**src/rtl/ahb_matrix_pkg.sv**
```systemverilog
`default_nettype none
// +--------------------------------------------------------------------------+
// | ahb_matrix_pkg : shared AHB encodings and bundle types for the bus matrix |
// | Rev 1.0                                                                   |
// +--------------------------------------------------------------------------+
package ahb_matrix_pkg;

  typedef enum logic [1:0] {
    HTRANS_IDLE   = 2'b00,
    HTRANS_BUSY   = 2'b01,
    HTRANS_NONSEQ = 2'b10,
    HTRANS_SEQ    = 2'b11
  } htrans_e;

  typedef enum logic [2:0] {
    HBURST_SINGLE = 3'b000,
    HBURST_INCR   = 3'b001,
    HBURST_WRAP4  = 3'b010,
    HBURST_INCR4  = 3'b011,
    HBURST_WRAP8  = 3'b100,
    HBURST_INCR8  = 3'b101,
    HBURST_WRAP16 = 3'b110,
    HBURST_INCR16 = 3'b111
  } hburst_e;

  localparam logic HRESP_OKAY  = 1'b0;
  localparam logic HRESP_ERROR = 1'b1;

  // Address-phase control fields, excluding the address itself
  typedef struct packed {
    logic [1:0] trans;
    logic       write;
    logic [2:0] size;
    logic [2:0] burst;
    logic [3:0] prot;
    logic       mastlock;
  } addr_ctrl_t;

  localparam int ADDR_CTRL_W = $bits(addr_ctrl_t);

  function automatic int addr_phase_w(input int aw);
    return aw + ADDR_CTRL_W;
  endfunction

  typedef enum logic [0:0] {
    ST_IDLE_PASS = 1'b0,
    ST_HELD      = 1'b1
  } hold_state_e;

endpackage
`default_nettype wire

```
**src/rtl/ahb_matrix_input_hold_if.sv**
```systemverilog
`default_nettype none
// +--------------------------------------------------------------------------+
// | ahb_matrix_input_hold_if : master-side and matrix-side signals of one     |
// | input stage. Rev 1.0                                                      |
// +--------------------------------------------------------------------------+
interface ahb_matrix_input_hold_if #(
  parameter int AW = 32
);
  logic          HSELS;
  logic [AW-1:0] HADDRS;
  logic [1:0]    HTRANSS;
  logic          HWRITES;
  logic [2:0]    HSIZES;
  logic [2:0]    HBURSTS;
  logic [3:0]    HPROTS;
  logic          HMASTLOCKS;
  logic          HREADYS;
  logic          HREADYOUTS;
  logic          HRESPS;

  logic          HSELM;
  logic [AW-1:0] HADDRM;
  logic [1:0]    HTRANSM;
  logic          HWRITEM;
  logic [2:0]    HSIZEM;
  logic [2:0]    HBURSTM;
  logic [3:0]    HPROTM;
  logic          HMASTLOCKM;
  logic          req_port;
  logic          grant;
  logic          HREADYM;
  logic          HRESPM;

  // The input stage itself
  modport slave (
    input  HSELS, HADDRS, HTRANSS, HWRITES, HSIZES, HBURSTS, HPROTS,
           HMASTLOCKS, HREADYS, grant, HREADYM, HRESPM,
    output HREADYOUTS, HRESPS, HSELM, HADDRM, HTRANSM, HWRITEM, HSIZEM,
           HBURSTM, HPROTM, HMASTLOCKM, req_port
  );

  // The surrounding master and matrix fabric
  modport master (
    output HSELS, HADDRS, HTRANSS, HWRITES, HSIZES, HBURSTS, HPROTS,
           HMASTLOCKS, HREADYS, grant, HREADYM, HRESPM,
    input  HREADYOUTS, HRESPS, HSELM, HADDRM, HTRANSM, HWRITEM, HSIZEM,
           HBURSTM, HPROTM, HMASTLOCKM, req_port
  );
endinterface
`default_nettype wire

```
**src/rtl/ahb_matrix_input_hold.sv**
```systemverilog
`default_nettype none
// +--------------------------------------------------------------------------+
// | ahb_matrix_input_hold : per-master input stage; holds an ungranted        |
// | address phase and stalls the master. Rev 1.0                              |
// +--------------------------------------------------------------------------+
module ahb_matrix_input_hold
  import ahb_matrix_pkg::*;
#(
  parameter int AW      = 32,
  parameter int PORT_ID = 0
) (
  input  logic                  HCLK,
  input  logic                  HRESETn,
  ahb_matrix_input_hold_if.slave bus
);

  localparam int HOLD_W = addr_phase_w(AW);

  hold_state_e       state_q, state_d;
  logic [HOLD_W-1:0] hold_q, hold_d;
  logic              dphase_q, dphase_d;

  logic          pend, s_valid, m_valid, accept;
  addr_ctrl_t    live_ctrl, held_ctrl;
  logic [AW-1:0] held_addr;
  logic          held_seq;

  logic          sel_m;
  logic [AW-1:0] addr_m;
  logic [1:0]    trans_m;
  logic          write_m;
  logic [2:0]    size_m;
  logic [2:0]    burst_m;
  logic [3:0]    prot_m;
  logic          lock_m;

  always_comb begin
    live_ctrl = {bus.HTRANSS, bus.HWRITES, bus.HSIZES, bus.HBURSTS,
                 bus.HPROTS, bus.HMASTLOCKS};
    {held_addr, held_ctrl} = hold_q;
    pend     = (state_q == ST_HELD);
    s_valid  = bus.HSELS & bus.HTRANSS[1] & bus.HREADYS;
    accept   = bus.grant & bus.HREADYM;
    held_seq = (held_ctrl.trans == HTRANS_SEQ);

    state_d = state_q;
    hold_d  = hold_q;
    case (state_q)
      ST_IDLE_PASS: begin
        if (s_valid && !accept) begin
          hold_d  = {bus.HADDRS, live_ctrl};
          state_d = ST_HELD;
        end
      end
      ST_HELD: begin
        if (accept) state_d = ST_IDLE_PASS;
      end
      default: state_d = ST_IDLE_PASS;
    endcase

    sel_m   = bus.HSELS;
    addr_m  = bus.HADDRS;
    trans_m = bus.HTRANSS;
    write_m = bus.HWRITES;
    size_m  = bus.HSIZES;
    burst_m = bus.HBURSTS;
    prot_m  = bus.HPROTS;
    lock_m  = bus.HMASTLOCKS;
    if (pend) begin
      // Arbitration loss broke the burst, so a held SEQ restarts as NONSEQ/INCR
      sel_m   = 1'b1;
      addr_m  = held_addr;
      trans_m = held_seq ? HTRANS_NONSEQ : held_ctrl.trans;
      write_m = held_ctrl.write;
      size_m  = held_ctrl.size;
      burst_m = held_seq ? HBURST_INCR : held_ctrl.burst;
      prot_m  = held_ctrl.prot;
      lock_m  = held_ctrl.mastlock;
    end

    m_valid  = sel_m & trans_m[1];
    dphase_d = bus.HREADYM ? (bus.grant & m_valid) : dphase_q;
  end

  always_ff @(posedge HCLK or negedge HRESETn) begin
    if (!HRESETn) begin
      state_q  <= ST_IDLE_PASS;
      hold_q   <= '0;
      dphase_q <= 1'b0;
    end else begin
      state_q  <= state_d;
      hold_q   <= hold_d;
      dphase_q <= dphase_d;
    end
  end

  assign bus.HSELM      = sel_m;
  assign bus.HADDRM     = addr_m;
  assign bus.HTRANSM    = trans_m;
  assign bus.HWRITEM    = write_m;
  assign bus.HSIZEM     = size_m;
  assign bus.HBURSTM    = burst_m;
  assign bus.HPROTM     = prot_m;
  assign bus.HMASTLOCKM = lock_m;

  assign bus.req_port   = pend | (bus.HSELS & bus.HTRANSS[1]);
  assign bus.HREADYOUTS = dphase_q ? bus.HREADYM : ~pend;
  assign bus.HRESPS     = dphase_q ? bus.HRESPM : HRESP_OKAY;

  // A stalled master must not present a new transfer; the hold register keeps the old one
  a_no_new_while_held : assert property (
    @(posedge HCLK) disable iff (!HRESETn) !(pend && s_valid)
  ) else $error("ahb_matrix_input_hold[%0d]: new transfer while held", PORT_ID);

endmodule
`default_nettype wire

```
**src/flat_wrapper.sv**
```systemverilog
// flat-port wrapper written by rule: the top's interface ports become plain ports
module ahb_matrix_input_hold_flat import ahb_matrix_pkg::*;
#(
  parameter int AW      = 32,
  parameter int PORT_ID = 0
)
  (HCLK, HRESETn, bus_HSELS, bus_HADDRS, bus_HTRANSS, bus_HWRITES, bus_HSIZES, bus_HBURSTS, bus_HPROTS, bus_HMASTLOCKS, bus_HREADYS, bus_grant, bus_HREADYM, bus_HRESPM, bus_HREADYOUTS, bus_HRESPS, bus_HSELM, bus_HADDRM, bus_HTRANSM, bus_HWRITEM, bus_HSIZEM, bus_HBURSTM, bus_HPROTM, bus_HMASTLOCKM, bus_req_port);
  ahb_matrix_input_hold_if #(.AW(AW)) bus_i ();
  input  logic HCLK;
  input  logic HRESETn;
  input wire logic [$bits(bus_i.HSELS)-1:0] bus_HSELS;
  input wire logic [$bits(bus_i.HADDRS)-1:0] bus_HADDRS;
  input wire logic [$bits(bus_i.HTRANSS)-1:0] bus_HTRANSS;
  input wire logic [$bits(bus_i.HWRITES)-1:0] bus_HWRITES;
  input wire logic [$bits(bus_i.HSIZES)-1:0] bus_HSIZES;
  input wire logic [$bits(bus_i.HBURSTS)-1:0] bus_HBURSTS;
  input wire logic [$bits(bus_i.HPROTS)-1:0] bus_HPROTS;
  input wire logic [$bits(bus_i.HMASTLOCKS)-1:0] bus_HMASTLOCKS;
  input wire logic [$bits(bus_i.HREADYS)-1:0] bus_HREADYS;
  input wire logic [$bits(bus_i.grant)-1:0] bus_grant;
  input wire logic [$bits(bus_i.HREADYM)-1:0] bus_HREADYM;
  input wire logic [$bits(bus_i.HRESPM)-1:0] bus_HRESPM;
  output wire logic [$bits(bus_i.HREADYOUTS)-1:0] bus_HREADYOUTS;
  output wire logic [$bits(bus_i.HRESPS)-1:0] bus_HRESPS;
  output wire logic [$bits(bus_i.HSELM)-1:0] bus_HSELM;
  output wire logic [$bits(bus_i.HADDRM)-1:0] bus_HADDRM;
  output wire logic [$bits(bus_i.HTRANSM)-1:0] bus_HTRANSM;
  output wire logic [$bits(bus_i.HWRITEM)-1:0] bus_HWRITEM;
  output wire logic [$bits(bus_i.HSIZEM)-1:0] bus_HSIZEM;
  output wire logic [$bits(bus_i.HBURSTM)-1:0] bus_HBURSTM;
  output wire logic [$bits(bus_i.HPROTM)-1:0] bus_HPROTM;
  output wire logic [$bits(bus_i.HMASTLOCKM)-1:0] bus_HMASTLOCKM;
  output wire logic [$bits(bus_i.req_port)-1:0] bus_req_port;
  assign bus_i.HSELS = bus_HSELS;
  assign bus_i.HADDRS = bus_HADDRS;
  assign bus_i.HTRANSS = bus_HTRANSS;
  assign bus_i.HWRITES = bus_HWRITES;
  assign bus_i.HSIZES = bus_HSIZES;
  assign bus_i.HBURSTS = bus_HBURSTS;
  assign bus_i.HPROTS = bus_HPROTS;
  assign bus_i.HMASTLOCKS = bus_HMASTLOCKS;
  assign bus_i.HREADYS = bus_HREADYS;
  assign bus_i.grant = bus_grant;
  assign bus_i.HREADYM = bus_HREADYM;
  assign bus_i.HRESPM = bus_HRESPM;
  assign bus_HREADYOUTS = bus_i.HREADYOUTS;
  assign bus_HRESPS = bus_i.HRESPS;
  assign bus_HSELM = bus_i.HSELM;
  assign bus_HADDRM = bus_i.HADDRM;
  assign bus_HTRANSM = bus_i.HTRANSM;
  assign bus_HWRITEM = bus_i.HWRITEM;
  assign bus_HSIZEM = bus_i.HSIZEM;
  assign bus_HBURSTM = bus_i.HBURSTM;
  assign bus_HPROTM = bus_i.HPROTM;
  assign bus_HMASTLOCKM = bus_i.HMASTLOCKM;
  assign bus_req_port = bus_i.req_port;
  ahb_matrix_input_hold #(.AW(AW), .PORT_ID(PORT_ID)) u_core (.HCLK(HCLK), .HRESETn(HRESETn), .bus(bus_i));
endmodule
```
**config.mk**
```make
export PLATFORM = sky130hd
export DESIGN_NAME = ahb_matrix_input_hold_flat
export DESIGN_NICKNAME = d
export VERILOG_FILES = /design/src/rtl/ahb_matrix_pkg.sv /design/src/rtl/ahb_matrix_input_hold_if.sv /design/src/rtl/ahb_matrix_input_hold.sv /design/src/flat_wrapper.sv
export SDC_FILE = /design/constraint.sdc
export NUM_CORES = 1
export LEC_CHECK = 0
export ABC_AREA = 1
export BUFFER_PORTS_ARGS = -buffer_cell sky130_fd_sc_hd__buf_2
export CELL_PAD_IN_SITES_DETAIL_PLACEMENT = 2
export CELL_PAD_IN_SITES_GLOBAL_PLACEMENT = 2
export CORE_MARGIN = 5
export CORE_UTILIZATION = 25
export CTS_BUF_LIST = sky130_fd_sc_hd__clkbuf_4 sky130_fd_sc_hd__clkbuf_8
export DETAILED_ROUTE_END_ITERATION = 6
export HOLD_SLACK_MARGIN = 0.03
export PLACE_DENSITY_LB_ADDON = 0.08
export SYNTH_ARGS = -nofsm -noshare
export SYNTH_HDL_FRONTEND = slang
export SYNTH_SLANG_ARGS = --single-unit
```
**constraint.sdc**
```tcl
create_clock -name HCLK -period 1.4 [get_ports HCLK]
set_input_delay 0.14 -clock HCLK [delete_from_list [all_inputs] [get_ports HCLK]]
set_output_delay 0.14 -clock HCLK [all_outputs]
set_load 0.05 [all_outputs]
```
==> impl_metrics.toml, run 1 <==
[status]
outcome = "finished, violations left"
violations = "setup timing"

[synthesis]
synth_top_area_frac = 0.4762
synth-seq-cells = 48
synthMuxAreaShare = 0
syn_area_um2 = 2522
postSynthCellCount = 370
synth.area.top_cells = "dfrtp_1 (48%), nand2_1 (34%), nand3_1 (9.7%)"
synth_top_family_by_area = "simple AND/OR/NAND/NOR gates"
seq_area_frac_synth = 0.4762
yosysWarnings = 0
synthAdderAreaFrac = 0
synth_xor_area_frac = 0
synth_cell_types = 12
synthSimpleGateAreaFrac = 0.4514
synth_nets = 423
yosysTopAreaCell = "dfrtp_1"
avgSynthCellArea_um2 = 6.817
synth_compound_area_frac = 0.01141

[cells_and_area]
syn2layout_area_growth_pct = 82.49
drive_gt1_frac = 0.5273
final_cell_mix = "nand2_1 (131), nand2_2 (79), buf_2 (53)"
nNetsFinal = 547
final_common_cell = "nand2_1"

[global_route]
grt_max_degree = 49
grt_use_total = 0.1653
grt_pass1_vias = 3185
gr-total-overflow = 0
grt_pass1_wl_mm = 16.71
antenna_found_initial = 3

[power_and_ir_drop]
vdd_ir_drop_max_v = 0.0004697
p_total_mw = 6.118
powerDensity_nw_per_um2 = 1329
leakage_nw = 2.431

[die]
chipHeight_um = 110.4
initial_core_util = 0.2569
pin_count = 103
dieArea_um2 = 12200
rows = 36
die_x_um = 110.4
coreArea_um2 = 9819

[critical_path]
start_kind = "flip-flop"
cp_data_required_time_ns = 1.26
crit_arrival_ns = 1.50
crit_fanout = 8
crit_path_end_kind = "output pin"
critPathKind = "flip-flop to output pin"

[routing]
final_antenna_net_count = 0
drc = 0
wl_mm = 12.17
avgRoutedWirePerCell_um = 19.32
viasPerCell = 4.749
first_iter_violations = 84
first_pass_iters = 4
dr_total_vias = 2992

[clocking]
clockRootBuffer = "clkbuf_8"
clk_latency_ns = 0.31
htree_levels = 2
cts.clk_slew.worst_paths_ns = 0.10
clockBufferDepth = 2
cts_buffers = 5
cts_sinks = 48
cts_tree = "yes"

[timing]
max_freq_mhz = 609.3
finalSetupViolations = 96
hold_ws_ns = 0.07868
timing.final.ws_setup_ns = -0.2413
finalMaxSlewViolations = 0
worst_clock_skew_ns = 0.007954
hold_viol = 0
worst_slew_pin_slew_ns = 0.3418
slew_headroom = 0.7722
rsz0062_at_grt = "true"
min_period_ns = 1.641
post-route-period-util = 1.172

[placed_design]
port_buffers = 102
place.gp.congestion = 0.6828
dp_hpwl_mm = 6.652

[min_path]
min_path_type = "primary input to flip-flop"

[job]
cap_violations = 0
-- repair_timing --
action / 4_1_cts / 5_1_grt
endpoints found under the hold margin: 48 / 0
gates cloned: 4 / 9
pin swaps: 10 / 9
buffers inserted: 2 / 12
resized for setup: 144 / 116
setup endpoints to repair: 49 / 95
hold buffers: 1 / 0
-- state kept, by name, indices dropped and copies added (netlist names) --
name             count
u_core.hold_q       46
u_core.dphase_q      1
u_core.pend          1
-- cells in the mapped netlist --
| library cell | n |
|---|---|
| a21oi_1 | 1 |
| a21oi_2 | 1 |
| buf_2 | 15 |
| buf_4 | 4 |
| clkbuf_1 | 4 |
| dfrtp_1 | 48 |
| inv_1 | 9 |
| nand2_1 | 230 |
| nand3_1 | 49 |
| nor2_1 | 5 |
| nor2_4 | 1 |
| o21ai_0 | 3 |
-- report_power, final --
group / switching, mW / internal (mW) / total (mW)
registers: 0.296 / 1.72 / 2.02
clock network: 0.499 / 0.396 / 0.895
logic: 1.89 / 1.31 / 3.20
-- cell families after synthesis --
group,count (synthesis)
and+or+nand+nor,285
AOI/OAI and AO/OA,5
DFF,48
buffers and inverters,32
-- layer usage --
| layer | part of all wire | track usage | vias to the layer above |
|---|---|---|---|
| li1 | - | - | 1401 |
| met5 | 0.0011 | 0 | - |
| met4 | 0.0078 | 0.04762 | 2 |
| met3 | 0.040 | 0.03993 | 9 |
| met1 | 0.43 | 0.2053 | 1503 |
| met2 | 0.52 | 0.2840 | 77 |
-- through the flow --
step | setup TNS, ns | std cells | instance area (um^2) | utilization | setup slack (ns)
floorplan | -0.03478 | 370 | 2529 | - | -0.03478
global route | -19.43 | 630 | 4603 | 0.4688 | -0.3135
detailed placement | 0 | 595 | 3287 | 0.3347 | 0.03056
global placement | 0 | 595 | 3287 | 0.3347 | 0.04863
finish | -13.44 | 630 | 4603 | 0.4688 | -0.2413
CTS | -5.362 | 610 | 3959 | 0.4032 | -0.1926
-- final cells by class --
cell class | instances | area [um^2]
fillers | 1137 | 5216
multi-input cells | 290 | 1582
repair buffers | 140 | 1516
flip-flops and latches | 48 | 1202
well taps | 133 | 166.4
clock buffers | 6 | 82.58
inverters | 9 | 38.79
clock inverters | 2 | 10.01
diodes | 2 | 5.005
-- critical path, cell delays in order, from the launching register on --
cell and delay, ns:
dfrtp_2 0.49, clkinv_4 0.14, buf_12 0.16, buf_12 0.14, nand2_2 0.06, nand2_2 0.05
buf_6 0.15
-- worst paths after layout --
kind / from / end / slack (ns) / cells after the start
max reg2reg: u_core.pend / u_core.hold_q[5] / -0.17 / 7
max: u_core.pend / bus_HSIZEM[2] / -0.24 / 6
min in group asynchronous: HRESETn / u_core.hold_q[4] / 0.36 / 3
min reg2reg: u_core.hold_q[21] / u_core.hold_q[21] / 0.48 / 2
max in group asynchronous: HRESETn / u_core.pend / 0.78 / 3
min: bus_HADDRS[17] / u_core.hold_q[31] / 0.08 / 3
(Power assumes the default switching activity.)
==> run 2, diff against run 1 <==
- HOLD_SLACK_MARGIN: 0.03 -> 0.12
==> impl_metrics.toml, run 2 (same netlist as run 1, synthesis figures left out) <==
[clocking]
clk_latency_ns = 0.31
clockBufferDepth = 2
cts_tree = "yes"
cts.clk_slew.worst_paths_ns = 0.10
clockRootBuffer = "clkbuf_8"
htree_levels = 2
cts_buffers = 5
cts_sinks = 48

[routing]
avgRoutedWirePerCell_um = 23.01
final_antenna_net_count = 0
first_pass_iters = 4
drt-met1-wl_mm = 6.260
wl_met3_um = 546
met2_length_mm = 8.391
dr_total_vias = 3289
drc = 0
routed.top_layer = "met5"
first_iter_violations = 99
wl_mm = 15.44
viasPerCell = 4.902

[timing]
min_period_ns = 1.633
finalSetupViolations = 96
post-route-period-util = 1.167
slew_headroom = 0.7715
worst_slew_pin_slew_ns = 0.3427
max_freq_mhz = 612.3
timing.final.ws_setup_ns = -0.2332
rsz0062_at_grt = "true"
finalMaxSlewViolations = 0
setup-tns-final_ns = -14.95
hold_ws_ns = 0.1946
hold_viol = 0
worst_clock_skew_ns = 0.008192

[critical_path]
worst_r2r_endpoint = "u_core.hold_q[12]"
critPathKind = "flip-flop to output pin"
crit_path_end_kind = "output pin"
worst-r2r-setup-slack_ns = -0.18
critPathMaxStageDelay_ns = 0.49
endpoint = "bus_HBURSTM[0]"
worstSetupStartpoint = "u_core.pend"
start_kind = "flip-flop"
cp_cell_sequence = "clkinv_4 > buf_12 > nor2_4 > a21oi_2 > buf_6"
crit_arrival_ns = 1.49
reg2regPathDepth = 7
crit-reg2reg-launch = "u_core.pend"
cp_slowest_cell = "dfrtp_2"
crit_fanout = 6
cp_data_required_time_ns = 1.26

[global_route]
gr-total-overflow = 0
grt_pass1_wl_mm = 18.71
grt_pass1_vias = 3449
grt_use_total = 0.1872
grt_max_degree = 49
antenna_found_initial = 1

[cells_and_area]
final_cell_mix = "nand2_1 (139), nand2_2 (56), buf_2 (53)"
drive_gt1_frac = 0.4665
final_common_cell = "nand2_1"
fin_util = 0.5186
syn2layout_area_growth_pct = 101.9
regMostFlops = "u_core.hold_q"
nNetsFinal = 590
largest_reg_flops = 46
instances_no_fill = 671
diodes = 0

[job]
cap_violations = 0

[power_and_ir_drop]
powerDensity_nw_per_um2 = 1264
p_int_mw = 3.529
leakage_nw = 2.635
pwr-share-seq = 0.322
vdd_ir_drop_max_v = 0.0005282
pwr-share-comb = 0.534
swShare = 0.4516
clkPwrFrac = 0.144
p_sw_mw = 2.906
p_total_mw = 6.435

[die]
rows = 36
dieArea_um2 = 12200
chipHeight_um = 110.4
die_x_um = 110.4
initial_core_util = 0.2569
pin_count = 103
coreArea_um2 = 9819

[placed_design]
port_buffers = 102
dp_hpwl_mm = 6.652
dp.cells = 595
place.gp.congestion = 0.6828

[min_path]
min_from = "bus_HREADYM"
min_path_type = "primary input to flip-flop"

[status]
outcome = "finished, violations left"
violations = "setup timing"
-- run 2: cell types whose count changed in the layout (fill, tap and decap cells not counted), sizes merged --
cell	previous run	this run
diode	2	0
buf	132	129
dlygate4sd3	1	46
clkbuf	13	14
-- run 2: repair_timing --
action,in CTS,in global routing
resized for setup,144,119
gates cloned,4,11
hold buffers,46,0
setup endpoints to repair,49,95
setup buffers,2,5
pin swaps,10,5
endpoints found under the hold margin,93,0
-- run 2: worst min-delay path by stage --
stage	end	slack, ns	cells after the start
4_1_cts	u_core.dphase_q	0.15	2
3_5_place_dp	u_core.hold_q[4]	0.15	2
3_3_place_gp	u_core.hold_q[3]	0.16	2
5_1_grt	u_core.dphase_q	0.19	2
2_1_floorplan	u_core.dphase_q	-0.16	0
6_report	u_core.dphase_q	0.19	2
-- run 2: power by group through the flow --
stage | clock (mW) | sequential (mW) | combinational (mW)
2_1_floorplan | 0 | 1.88 | 1.52
3_3_place_gp | 0 | 1.92 | 2.07
3_5_place_dp | 0 | 1.94 | 2.13
4_1_cts | 0.920 | 1.94 | 2.79
5_1_grt | 1.01 | 2.10 | 3.61
6_report | 0.926 | 2.07 | 3.44
-- run 2: cell type report --
| cell class | instances | area (um^2) |
|---|---|---|
| Timing Repair Buffer | 183 | 1952 |
| Clock inverter | 2 | 10.01 |
| Fill cell | 1042 | 4727 |
| Multi-Input combinational cell | 290 | 1640 |
| Inverter | 9 | 38.79 |
| Clock buffer | 6 | 82.58 |
| Tap cell | 133 | 166.4 |
| Sequential cell | 48 | 1202 |
-- run 2: worst max-delay path: cells and delay by family, from the launching register on --
| kind | cells | cell delay (ns) |
|---|---|---|
| compound gates | 1 | 0.19 |
| simple gates | 1 | 0.03 |
| flops | 1 | 0.49 |
| buf+inv | 3 | 0.46 |
-- run 2: per-layer routing --
metal  up-vias  track usage
met3        20      0.03665
met2        91       0.3386
met4         2      0.03859
met1      1694       0.2300
met5         -            0
li1       1482            -
-- run 2: metrics by stage --
stage               worst slack, ns  instance area [um^2]
floorplan                  -0.03478                  2529
global placement            0.04863                  3287
detailed placement          0.03056                  3287
CTS                         -0.1926                  4409
global route                -0.2858                  5092
finish                      -0.2332                  5092
